<file path="src/rtl/dual_slope_datapath.sv">
// Digital stand-in for the analog side of a dual-slope ADC: integrator, phase
// counter and result register, answering the conversion FSM's switch/enable lines.
module dual_slope_datapath #(
  parameter int N_BITS = 4,
  parameter int VM_W   = 8
) (
  input  logic              clk,
  input  logic              reset,
  input  logic [2:0]        ch,
  input  logic              en_0,
  input  logic [VM_W-1:0]   vm,
  input  logic [VM_W-1:0]   vref,
  output logic              en_3,
  output logic              Vint_z,
  output logic [N_BITS-1:0] count,
  output logic [N_BITS-1:0] result,
  output logic              result_valid,
  output logic              overflow
);

  localparam int AW = VM_W + N_BITS;
  localparam logic [N_BITS-1:0] CNT_MAX = {N_BITS{1'b1}};

  logic              sel_zr_s, sel_ref_s, sel_vm_s;
  logic [VM_W-1:0]   vref_eff_s;
  logic [AW-1:0]     vref_ext_s;
  logic [AW:0]       sum_s;
  logic              cnt_max_s, vint_zero_s, conv_end_s, ovf_hit_s;

  logic [AW-1:0]     vint_q, vint_d;
  logic [N_BITS-1:0] cnt_q, cnt_d;
  logic              ovf_pend_q, ovf_pend_d;
  logic [N_BITS-1:0] result_q, result_d;
  logic              result_valid_q, result_valid_d;
  logic              overflow_q, overflow_d;

  // Switch decode, status outputs and all next-state logic.
  always_comb begin
    sel_zr_s    = ch[2];
    sel_ref_s   = ch[1] & ~ch[2];
    sel_vm_s    = ch[0] & ~ch[1] & ~ch[2];
    vref_eff_s  = (vref == {VM_W{1'b0}}) ? {{(VM_W-1){1'b0}}, 1'b1} : vref;
    vref_ext_s  = {{N_BITS{1'b0}}, vref_eff_s};
    sum_s       = {1'b0, vint_q} + {{(N_BITS+1){1'b0}}, vm};
    cnt_max_s   = (cnt_q == CNT_MAX);
    vint_zero_s = sel_ref_s & (vint_q == {AW{1'b0}});
    conv_end_s  = en_0 & vint_zero_s;
    ovf_hit_s   = en_0 & sel_ref_s & cnt_max_s & (vint_q != {AW{1'b0}});

    en_3   = ~reset & en_0 & sel_vm_s & cnt_max_s;
    Vint_z = ~reset & vint_zero_s;

    vint_d = vint_q;
    if (sel_zr_s) begin
      vint_d = {AW{1'b0}};
    end else if (sel_ref_s) begin
      // Clamp at zero rather than wrapping; the residue below vref is discarded.
      vint_d = (vint_q > vref_ext_s) ? (vint_q - vref_ext_s) : {AW{1'b0}};
    end else if (sel_vm_s) begin
      vint_d = sum_s[AW] ? {AW{1'b1}} : sum_s[AW-1:0];
    end else begin
      vint_d = vint_q;
    end

    cnt_d = en_0 ? (cnt_q + N_BITS'(1)) : {N_BITS{1'b0}};

    ovf_pend_d = ovf_pend_q;
    if (sel_vm_s) begin
      ovf_pend_d = 1'b0;
    end else if (ovf_hit_s) begin
      ovf_pend_d = 1'b1;
    end else begin
      ovf_pend_d = ovf_pend_q;
    end

    result_d       = result_q;
    overflow_d     = overflow_q;
    result_valid_d = 1'b0;
    if (conv_end_s) begin
      result_d       = ovf_pend_q ? CNT_MAX : cnt_q;
      overflow_d     = ovf_pend_q;
      result_valid_d = 1'b1;
    end else begin
      result_valid_d = 1'b0;
    end
  end

  // State registers with synchronous reset.
  always_ff @(posedge clk) begin
    if (reset) begin
      vint_q         <= {AW{1'b0}};
      cnt_q          <= {N_BITS{1'b0}};
      ovf_pend_q     <= 1'b0;
      result_q       <= {N_BITS{1'b0}};
      result_valid_q <= 1'b0;
      overflow_q     <= 1'b0;
    end else begin
      vint_q         <= vint_d;
      cnt_q          <= cnt_d;
      ovf_pend_q     <= ovf_pend_d;
      result_q       <= result_d;
      result_valid_q <= result_valid_d;
      overflow_q     <= overflow_d;
    end
  end

  assign count        = reset ? {N_BITS{1'b0}} : cnt_q;
  assign result       = result_q;
  assign result_valid = result_valid_q;
  assign overflow     = overflow_q;

endmodule

</file>
<file path="config.mk">
export PLATFORM = sky130hd
export DESIGN_NAME = dual_slope_datapath
export DESIGN_NICKNAME = d
export VERILOG_FILES = /design/src/rtl/dual_slope_datapath.sv
export SDC_FILE = /design/constraint.sdc
export NUM_CORES = 1
export LEC_CHECK = 0
export BUFFER_PORTS_ARGS = -buffer_cell sky130_fd_sc_hd__buf_2
export CORE_ASPECT_RATIO = 0.9
export CORE_MARGIN = 2
export CORE_UTILIZATION = 61
export DETAILED_ROUTE_END_ITERATION = 8
export PLACE_DENSITY_LB_ADDON = 0.25
export SLEW_MARGIN = 25
export SYNTH_ARGS = -nofsm -noshare
export SYNTH_HDL_FRONTEND = slang
export SYNTH_SLANG_ARGS = --single-unit
</file>
<file path="constraint.sdc">
create_clock -name clk -period 4.2 [get_ports clk]
set_clock_uncertainty 0.05 [all_clocks]
set_input_delay 0.84 -clock clk [delete_from_list [all_inputs] [get_ports clk]]
set_output_delay 0.84 -clock clk [all_outputs]
set_load 0.02 [all_outputs]
</file>
* Yosys cells after proc, flatten, opt, wreduce, memory -nomap -nowiden
Index checks and enable logic that the tools add are counted.
** Word-level totals
- Register bits after elaboration :: 23
- Word-level logic and storage cells :: 42
- Bits of input ports :: 22
- Output and inout bits :: 12
** Cells by class
- $lt $le $gt $ge :: 1
- Muxes and demuxes :: 8
- Equal/unequal tests :: 1
- Add/sub/neg operators :: 3
- Bitwise operators :: 16
- Reduce and logical (&&, ||, !) cells :: 7
** Operators by type and width (number)
- 12-bit two-way mux :: 4
- 12-bit by 8-bit adder with 13-bit output :: 1
- 1-bit AND :: 12
- 12-bit by 8-bit > comparator with 1-bit output :: 1
- 12-bit zero test :: 1
- 12-bit nonzero test :: 1
- 12-bit by 8-bit subtractor with 12-bit output :: 1
- 8-bit zero test :: 1
- 4-bit two-way mux :: 2
- 8-bit two-way mux :: 1
- 2-bit OR reduction :: 3
- 4-bit by 1-bit adder with 4-bit output, second input constant :: 1
- 4-bit == test, second input constant :: 1
- 1-bit inverter :: 4
- 2-bit nonzero test :: 1
- 1-bit two-way mux :: 1

* Depth between registers and ports, before layout
Gate-level depths: netlist (run 1).
- Word-level depth :: 5
- Gate-level depth with buffers :: 10
- Gate-level depth less buffers :: 10

* Worst setup path after synthesis (run 1)
Ideal clock, no wire load.
- Path type :: input -> register
- Start point :: input port vref[5]
- End point :: register vint_q[8]
- Setup time :: 92 ps
- Data required time :: 4058 ps
- Stages on the path :: 10
- Arrival time :: 2694 ps
- Slack :: 1364 ps
- Buffers on the path :: 0
- Cells stage by stage :: nor4_1 a41o_1 ha_1 fa_1 nand2b_1 a21oi_2 a211oi_1 o21ai_0 a21oi_1 nor4_1
** Between the ends
- Cells in the longest elaborated chain, start to end :: 5
- Elaborated cells on any way between the ends :: 6
- Classes of those cells :: add/sub: 1; order compare: 1; mux: 3; reduce/logical: 1
** Ends and longest elaborated chain
- start: declaration :: line 12 : input logic [VM_W-1:0] vref,
- 8-bit zero test :: line 42 : vref_eff_s = (vref == {VM_W{1'b0}}) ? {{(VM_W-1){1'b0}}, 1'b1} : vref;
- 8-bit two-way mux (*) :: line 42
- 12-bit by 8-bit subtractor with 12-bit output / 12-bit by 8-bit > comparator with 1-bit output (equally long branches) :: line 58 : vint_d = (vint_q > vref_ext_s) ? (vint_q - vref_ext_s) : {AW{1'b0}};
- 12-bit two-way mux (*) :: line 58
- 12-bit two-way mux (*) :: line 56 : end else if (sel_ref_s) begin
- end signal: assignment :: line 91 : vint_q <= {AW{1'b0}};
- end signal: assignment :: line 98 : vint_q <= vint_d;
- end: declaration :: line 30 : logic [AW-1:0] vint_q, vint_d;
Mark *: on every way between the ends. The rest lies on a longest branch, timed or not.
A chain may end at the register's enable or synchronous reset.

* Worst setup path after layout (run 1)
Ends and elaborated chain as after synthesis.

==> results of run 1 <==
## Yosys cell counts (6+ instances only)
cell type,instances
nor2_1,26
dfxtp_1,23
o21ai_0,23
a21oi_1,20
nand2_1,19
ha_1,17
inv_1,16
nor3_1,13
xnor2_1,8
a211oi_1,6
and3_1,6
nand2b_1,6
nand3_1,6
## worst min-delay path, cell delays in order, from the launching register on
cell and delay, ns:
dfxtp_1 0.33, nand2_1 0.06, a21oi_1 0.06
## area by class of cell
type	instances	area, sq um
sequential	23	460
clock buffer	3	41.3
tap	42	52.6
timing repair buffer	33	165
inverter	16	60.1
multi-input combinational	222	1490
clock inverter	1	5.00
fill	270	845
## power breakdown
| group | total, mW | internal [mW] | switching [mW] |
|---|---|---|---|
| sequential | 0.235 | 0.225 | 0.0102 |
| combinational | 0.156 | 0.0633 | 0.0929 |
| clock | 0.143 | 0.0665 | 0.0762 |
| total | 0.534 | 0.355 | 0.179 |
## layer usage
| layer | share of wire | wire length (um) |
|---|---|---|
| met4 | 0.015 | 76 |
| met1 | 0.46 | 2390 |
| met3 | 0.088 | 459 |
| met5 | 0 | 0 |
| met2 | 0.44 | 2270 |
## cell usage in the layout (no fill, tap or decap), types with 4 or more instances in the layout
cell type | Yosys | routed
a211oi_1 | 6 | 6
nand4_1 | 5 | 5
a21o_1 | 5 | 5
a21oi_1 | 20 | 20
nand3_1 | 6 | 6
and3_1 | 6 | 6
nor2b_1 | 5 | 5
inv_1 | 16 | 16
nor3_1 | 13 | 13
xor2_1 | 4 | 4
xnor2_1 | 8 | 8
buf_2 | 1 | 33
nor4_1 | 5 | 5
dfxtp_1 | 23 | 23
nand2b_1 | 6 | 6
or3_1 | 4 | 4
nor2_1 | 26 | 26
o21ai_0 | 23 | 23
nand2_1 | 19 | 19
ha_1 | 17 | 17
## worst max-delay path by stage
stage / startpoint / endpoint / slack, ns / depth (start not counted)
after global placement: vref[7] / vint_q[8]$_SDFFE_PP0P_ / 1.14 / 11
final: vref[5] / vint_q[8]$_SDFFE_PP0P_ / 1.28 / 11
after detailed placement: vref[7] / vint_q[8]$_SDFFE_PP0P_ / 1.05 / 11
after CTS: vref[7] / vint_q[8]$_SDFFE_PP0P_ / 1.32 / 11
after floorplan: vref[5] / vint_q[8]$_SDFFE_PP0P_ / 1.36 / 10
after global routing: vref[7] / vint_q[8]$_SDFFE_PP0P_ / 1.19 / 11
## per-stage QoR
step / power [mW] / setup slack, ns / hold WS (ns) / area [sq um]
3_5_place_dp: 0.392 / 1.05 / 0.434 / 2220
5_1_grt: 0.563 / 1.19 / 0.463 / 2270
3_3_place_gp: 0.388 / 1.14 / 0.394 / 2220
2_1_floorplan: 0.349 / 1.36 / 0.387 / 2030
4_1_cts: 0.531 / 1.32 / 0.447 / 2270
6_report: 0.534 / 1.28 / 0.446 / 2270
## kinds of logic after synthesis
logic type                 Yosys count  synth area share
buffers and inverters               21            0.0395
DFF                                 23             0.227
adders and majority gates           19             0.125
xor gates and xnor gates            12            0.0519
and+or+nand+nor                    111             0.299
AOI/OAI and AO/OA                   79             0.253
muxes                                1           0.00494
## registers in the layout (all words and copies together), names as in the netlist
name          flops
cnt_q             4
overflow          1
ovf_pend_q        1
result            4
result_valid      1
vint_q           12
==> metrics, run 1 <==
met3 Usage GRT=0.0880; Initial Utilization=0.650; clock sinks=23; Period minus WS final=2.92 ns; PwrDens=235 nW/um^2; fin nets=340; Worst EP arrival=3.05 ns; Cells after Synth=266; Mapped Nets=307; overall routing resource usage=0.293; CTS H-Tree Depth=1; # DRC=0; Die Y=58.7 um; synth top area cells=dfxtp_1 (23%), ha_1 (11%), o21ai_0 (5.7%); # setup viols final=0; initial antenna violation count=0; # diodes=0; Worst setup SP type=input pin; Post-synth EDFFs=0; grt met2 use=0.449; Area Overhead vs Synth=12.0%; Slowest cell on crit path=fa_1; Top delay family on crit path=compound AO/OA/AOI/OAI gates; Post-DP HPWL=4180 um; fmax=approximately 340 MHz; crit-path cells=buf_2 -> nor4_1 -> a41o_1 -> ha_1 -> fa_1 -> nand2b_1 -> a21oi_2 -> a211oi_1 -> o21ai_0 -> a21oi_1 -> nor4_1; global route overflow=0; CTS tree=built; core area=3110 sq um; largest net degree at the start of global routing=16; R2R cell count=9; largest area contributor in the netlist=dfxtp_1; GRT busiest layer=met2; first-pass GRT wire length=8720 um; syn_area_per_cell=7.62 sq um; Synth Register Bits=23; I/O pin count=34; Layout Cells excl Fill=340; worst hold start=overflow$_SDFFE_PP0P_; vias in the first global route=around 1900; Max Slew Vio Count=0; CP dominant cell by count=nor4_1; DRT iter0 DRCs=207; Layout Utilization=0.729; synth warn=0; post-synthesis sequential area ratio=0.227; Max Root-Sink Buffers=2; Hold WC Path Type=flop to flop; Hold Crit Depth=2; Root Buffer=clkbuf_8; crit share post-route=0.695; Num CTS Buffers=3; setup TNS=0 ns; # Post-CTS Setup Buffers=0; normalized max-slew margin=0.597; post_cts resized=0; Row Count=19; DR vias=roughly 2100; worst-path fanout max=5; DIE AREA=~3800 sq um; Via-to-Cell Ratio=6.22; cts hold-fix bufs=0; DRT Pass-1 Iters=5; Unique masters post-synth=52; Crit. End Element=flop; final WL=5200 um; RSZ-0062 raised after global routing=false; Die X=~65 um; met1 Usage GRT=0.400; Mapped Area=roughly 2000 sq um; Worst Max-Slew Pin Slew=0.602 ns; GP Congestion=0.963; FF-to-FF Start=vint_q[0]$_SDFFE_PP0P_; RR Endpoint=vint_q[8]$_SDFFE_PP0P_; WL/cell=~15 um; max-cap violations=0; Yosys top cell area share=0.227; Critical Path RT=between 4 and 5 ns; PortBufs=33; Final Hold Fails=0; status=complete, no violations; leakage power=1.03 nW; Buffers & Inverters on Critical Path=1; VDD IR max=between 0.15 and 0.2 mV; clk_lat worst skew=0.27 ns; Clk pin slew, worst setup/hold paths=0.09 ns; ys flop type=dfxtp_1; layout cell share with drive strength beyond 1=0.164; Post-synth ARST share=0; setup slack, reg-to-reg=1.74 ns; slowest cell delay on critical path=0.39 ns; placed cells=336; Setup CP Type=input pin to flop; Post-DRT Antenna Nets=0; hold endpoint=overflow$_SDFFE_PP0P_
No activity file was read; power rests on OpenSTA's default activity.
==> inputs of run 2 (changes only) <==
--- a/config.mk
+++ b/config.mk
@@ -8,7 +8,7 @@
 export BUFFER_PORTS_ARGS = -buffer_cell sky130_fd_sc_hd__buf_2
 export CORE_ASPECT_RATIO = 0.9
 export CORE_MARGIN = 2
-export CORE_UTILIZATION = 61
+export CORE_UTILIZATION = 51
 export DETAILED_ROUTE_END_ITERATION = 8
 export PLACE_DENSITY_LB_ADDON = 0.25
 export SLEW_MARGIN = 25
==> constraint.sdc (replaced) <==
create_clock -name clk -period 2.6 [get_ports clk]
set_clock_uncertainty 0.05 [all_clocks]
set_input_delay 0.52 -clock clk [delete_from_list [all_inputs] [get_ports clk]]
set_output_delay 0.52 -clock clk [all_outputs]
set_load 0.02 [all_outputs]
==> metrics, run 2 (synthesized netlist as in run 1, its figures left out) <==
worst-path fanout max=6; layout cell share with drive strength beyond 1=0.201; DRT Pass-1 Iters=4; clk_lat worst skew=approximately 0.27 ns; Final Hold Fails=0; Clk pin slew, worst setup/hold paths=0.09 ns; Post-DRT Antenna Nets=0; fin nets=351; CTS tree=built; fmax=416 MHz; Row Count=21; fin worst setup slack=0.195 ns; Worst EP arrival=2.55 ns; vias in the first global route=1999; global route overflow=0; first-pass GRT wire length=8960 um; Worst Max-Slew Pin Slew=0.578 ns; Place WS=-0.141 ns; cts hold-fix bufs=0; Post-DP HPWL=4130 um; final WL=5170 um; GRT busiest layer=met2; # DRC=0; Initial Utilization=0.539; Period minus WS final=roughly 2.4 ns; Hold WC Path Type=flop to flop; Die Y=63.8 um; P_sw=0.290 mW; DIE AREA=4490 sq um; grt met2 use=0.374; Logic pwr share=0.306; overall routing resource usage=0.240; Setup CP Type=input pin to flop; I/O pin count=34; max-cap violations=0; Via-to-Cell Ratio=roughly 6.0; Worst setup startpoint=vref[5]; Layout Cells excl Fill=355; met3 Usage GRT=0.0442; CTS H-Tree Depth=1; Largest Register=vint_q; largest net degree at the start of global routing=16; Crit. End Element=flop; core area=between 3000 and 4000 sq um; commonest non-fill, non-tap cell in the layout=buf_2; Die X=70.4 um; PortBufs=33; Fin Hold WS=0.416 ns; P_int=0.586 mW; Root Buffer=clkbuf_8; VDD IR max=between 0.2 and 0.25 mV; leakage power=~1.1 nW; Area Overhead vs Synth=16.9%; # diodes=0; initial antenna violation count=0; worst hold start=overflow$_SDFFE_PP0P_; switching part of the total=0.331; # setup viols final=0; fill cell count=around 370; Num CTS Buffers=3; DRT iter0 DRCs=157; Critical Path RT=2.75 ns; crit share post-route=0.925; GP Congestion=0.919; met1 Usage GRT=0.340; Max Slew Vio Count=0; WL/cell=approximately 15 um; clock sinks=23; status=complete, no violations; FF-to-FF Start=vint_q[0]$_SDFFE_PP0P_; normalized max-slew margin=0.613; DR vias=2121; Seq pwr share=0.433; Max Root-Sink Buffers=2; commonest non-fill, non-tap cells in the layout=buf_2 (33), nor2_1 (26), dfxtp_1 (23); Largest register FFs=12; RSZ-0062 raised after global routing=false; Worst setup SP type=input pin; placed cells=351; Clock Power Share=0.261; PwrDens=370 nW/um^2
==> run 2: changes by cell type in the layout (fill, tap and decap cells not counted), sizes merged <==
cell,delta
buf,+11
==> run 2: metal layers <==
metal | vias to the layer above | routed length [um]
met3 | 13 | 306
li1 | 1071 | -
met4 | 0 | 105
met1 | 969 | 2490
met2 | 68 | 2270
met5 | - | 0
==> run 2: power by group through the flow <==
stage          logic [mW]  clock network, mW  registers, mW
6_report            0.268              0.229          0.379
5_1_grt             0.303              0.247          0.380
4_1_cts             0.263              0.231          0.379
3_5_place_dp        0.262                  0          0.387
3_3_place_gp        0.258                  0          0.387
2_1_floorplan       0.180                  0          0.385
==> run 2: per-stage QoR <==
step / total power, mW / instance area (sq um) / util / TNS [ns]
2_1_floorplan: 0.564 / 2030 / - / 0
3_3_place_gp: 0.645 / 2310 / 0.615 / -0.0699
3_5_place_dp: 0.648 / 2310 / 0.615 / -0.930
4_1_cts: 0.873 / 2360 / 0.627 / 0
5_1_grt: 0.930 / 2370 / 0.630 / 0
6_report: 0.876 / 2370 / 0.630 / 0
==> run 2: worst paths after layout <==
check                                              end  slack, ns  depth (start not counted)
worst max-delay path            vint_q[7]$_SDFFE_PP0P_       0.20                         11
worst min-delay path             overflow$_SDFFE_PP0P_       0.42                          2
worst max register to register  vint_q[7]$_SDFFE_PP0P_       0.25                          9
worst min register to register   overflow$_SDFFE_PP0P_       0.42                          2
==> run 2: layout make-up <==
cell class	count	area [sq um]	share of cell area
inverter	16	60.1	0.0254
timing repair buffer	44	248	0.105
multi-input combinational	222	1500	0.632
clock inverter	1	5.00	0.00211
sequential	23	460	0.194
tap	46	57.6	0.0243
clock buffer	3	41.3	0.0174
==> run 2: critical path: stages <==
cell	delay (ns)
buf_2	0.10
nor4_2	0.05
a41o_1	0.23
ha_1	0.21
fa_1	0.38
nand2b_1	0.19
a21oi_2	0.20
a211oi_2	0.11
nor2_2	0.25
nand2_1	0.11
o21ai_0	0.20
==> run 2: timing repair <==
action,in CTS,in global routing
setup buffers,0,0
endpoints found under the setup margin,0,8
gates resized for setup,0,3
==> inputs of run 3 (changes only) <==
--- a/config.mk
+++ b/config.mk
@@ -7,7 +7,7 @@
 export LEC_CHECK = 0
 export BUFFER_PORTS_ARGS = -buffer_cell sky130_fd_sc_hd__buf_2
 export CORE_ASPECT_RATIO = 0.9
-export CORE_MARGIN = 2
+export CORE_MARGIN = 1
 export CORE_UTILIZATION = 51
 export DETAILED_ROUTE_END_ITERATION = 8
 export PLACE_DENSITY_LB_ADDON = 0.25
==> metrics, run 3 (synthesized netlist as in run 1, its figures left out) <==
RR Endpoint=vint_q[0]$_SDFFE_PP0P_; GP Congestion=roughly 0.9; RSZ-0062 raised after global routing=false; Worst EP arrival=2.59 ns; Top delay family on crit path=simple AND/OR/NAND/NOR gates; # Post-CTS Setup Buffers=0; core area=3760 sq um; CP dominant cell by count=nor4_1; final WL=approximately 5300 um; Largest Register=vint_q; Area Overhead vs Synth=17.4%; Final Power=approximately 0.9 mW; Period minus WS final=2.48 ns; Worst setup SP type=input pin; Worst setup startpoint=vref[4]; Buffers & Inverters on Critical Path=2; global route overflow=0; vias in the first global route=1805; placed instance area=2320 sq um; initial antenna violation count=0; largest net degree at the start of global routing=16; Crit. End Element=flop; # DRC=0; commonest non-fill, non-tap cells in the layout=buf_2 (33), nor2_1 (26), dfxtp_1 (23); Die Y=just over 60 um; Clk pin slew, worst setup/hold paths=~0.080 ns; DRT Pass-1 Iters=4; VDD IR max=0.173 mV; status=complete, no violations; FF-to-FF Start=vint_q[0]$_SDFFE_PP0P_; Num CTS Buffers=3; Row Count=21; setup slack, reg-to-reg=0.27 ns; Post-DRT Antenna Nets=0; Root Buffer=clkbuf_8; Final Hold Fails=0; WL/cell=14.8 um; DRT iter0 DRCs=145; leakage power=1.09 nW; cts hold-fix bufs=0; CTS H-Tree Depth=1; first-pass GRT wire length=8450 um; placed cells=352; Critical Path RT=2.71 ns; I/O pin count=34; Max Root-Sink Buffers=2; Place WS=-0.174 ns; fin nets=around 350; layout cell share with drive strength beyond 1=0.203; Hold WC Path Type=flop to flop; Via-to-Cell Ratio=about 6.0; Slowest cell on crit path=nor4_1; # diodes=0; PwrDens=368 nW/um^2; worst-path fanout max=3; CTS tree=built; clk_lat worst skew=0.26 ns; crit-path cells=buf_2 -> nor4_1 -> a41o_1 -> ha_1 -> fa_1 -> nand2b_1 -> a21oi_2 -> a211oi_2 -> buf_4 -> a221oi_1 -> nor4_1; fin worst setup slack=0.117 ns; WP depth=11; Setup CP Type=input pin to flop; Initial Utilization=0.539; PortBufs=33; Post-DP HPWL=4160 um; final instance area=2380 sq um; DIE AREA=4230 sq um; Largest register FFs=12; slowest cell delay on critical path=between 0.3 and 0.4 ns; normalized max-slew margin=0.635; DR vias=2137; Max Slew Vio Count=0; max-cap violations=0; # setup viols final=0; R2R cell count=9; Worst Max-Slew Pin Slew=around 0.54 ns; overall routing resource usage=0.267; fmax=403 MHz; crit share post-route=0.955; clock sinks=23; worst setup path end=vint_q[8]$_SDFFE_PP0P_; Layout Cells excl Fill=approximately 360; commonest non-fill, non-tap cell in the layout=buf_2; Die X=68.4 um
==> run 3: cell types whose count changed in the layout (fill, tap and decap cells not counted), sizes merged <==
cell and delta:
clkinv -1, buf +1, clkbuf +1
==> run 3: layer usage <==
metal / global-route usage / routed length [um] / part of all wire / up-vias
met5: 0 / 0 / 0 / -
met4: 0.0446 / 40 / 0.0076 / 0
met3: 0.0365 / 295 / 0.056 / 5
met2: 0.403 / 2300 / 0.44 / 73
met1: 0.405 / 2620 / 0.50 / 989
li1: - / - / - / 1070
==> run 3: where the power goes <==
part	total [mW]	switching (mW)	internal (mW)	leakage [nW]
clock network	0.223	0.113	0.109	0.0228
registers	0.380	0.0165	0.364	0.187
logic	0.272	0.155	0.117	0.876
==> run 3: tightest hold or removal path: cells and delay by family, from the launching register on <==
family             cells  cell delay [ns]
AOI/OAI and AO/OA      1             0.05
and+or+nand+nor        1             0.05
DFF                    1             0.32
==> run 3: repair_timing <==
item	CTS	global route
setup endpoints to repair	0	6
gates resized for setup	0	4
endpoints found under the hold margin	0	0
==> run 3: cell type report <==
class / instances / area [sq um]
inverters: 16 / 60.1
well taps: 46 / 57.6
multi-input cells: 222 / 1500
flip-flops and latches: 23 / 460
repair buffers: 45 / 255
fillers: 354 / 1380
clock buffers: 4 / 45.0
==> run 3: metrics by stage <==
| step | utilization | hold slack (ns) | setup TNS (ns) |
|---|---|---|---|
| global placement | 0.617 | 0.397 | -0.238 |
| finish | 0.633 | 0.412 | 0 |
| detailed placement | 0.617 | 0.404 | -1.33 |
| CTS | 0.629 | 0.416 | 0 |
| global route | 0.633 | 0.441 | 0 |
| floorplan | - | 0.387 | 0 |
==> run 3: how the worst min path moves through the flow <==
stage | start | to | depth (start not counted)
finish | overflow$_SDFFE_PP0P_ | overflow$_SDFFE_PP0P_ | 2
global route | overflow$_SDFFE_PP0P_ | overflow$_SDFFE_PP0P_ | 2
CTS | overflow$_SDFFE_PP0P_ | overflow$_SDFFE_PP0P_ | 2
detailed placement | overflow$_SDFFE_PP0P_ | overflow$_SDFFE_PP0P_ | 2
global placement | overflow$_SDFFE_PP0P_ | overflow$_SDFFE_PP0P_ | 2
floorplan | cnt_q[0]$_SDFF_PP0_ | cnt_q[0]$_SDFF_PP0_ | 1
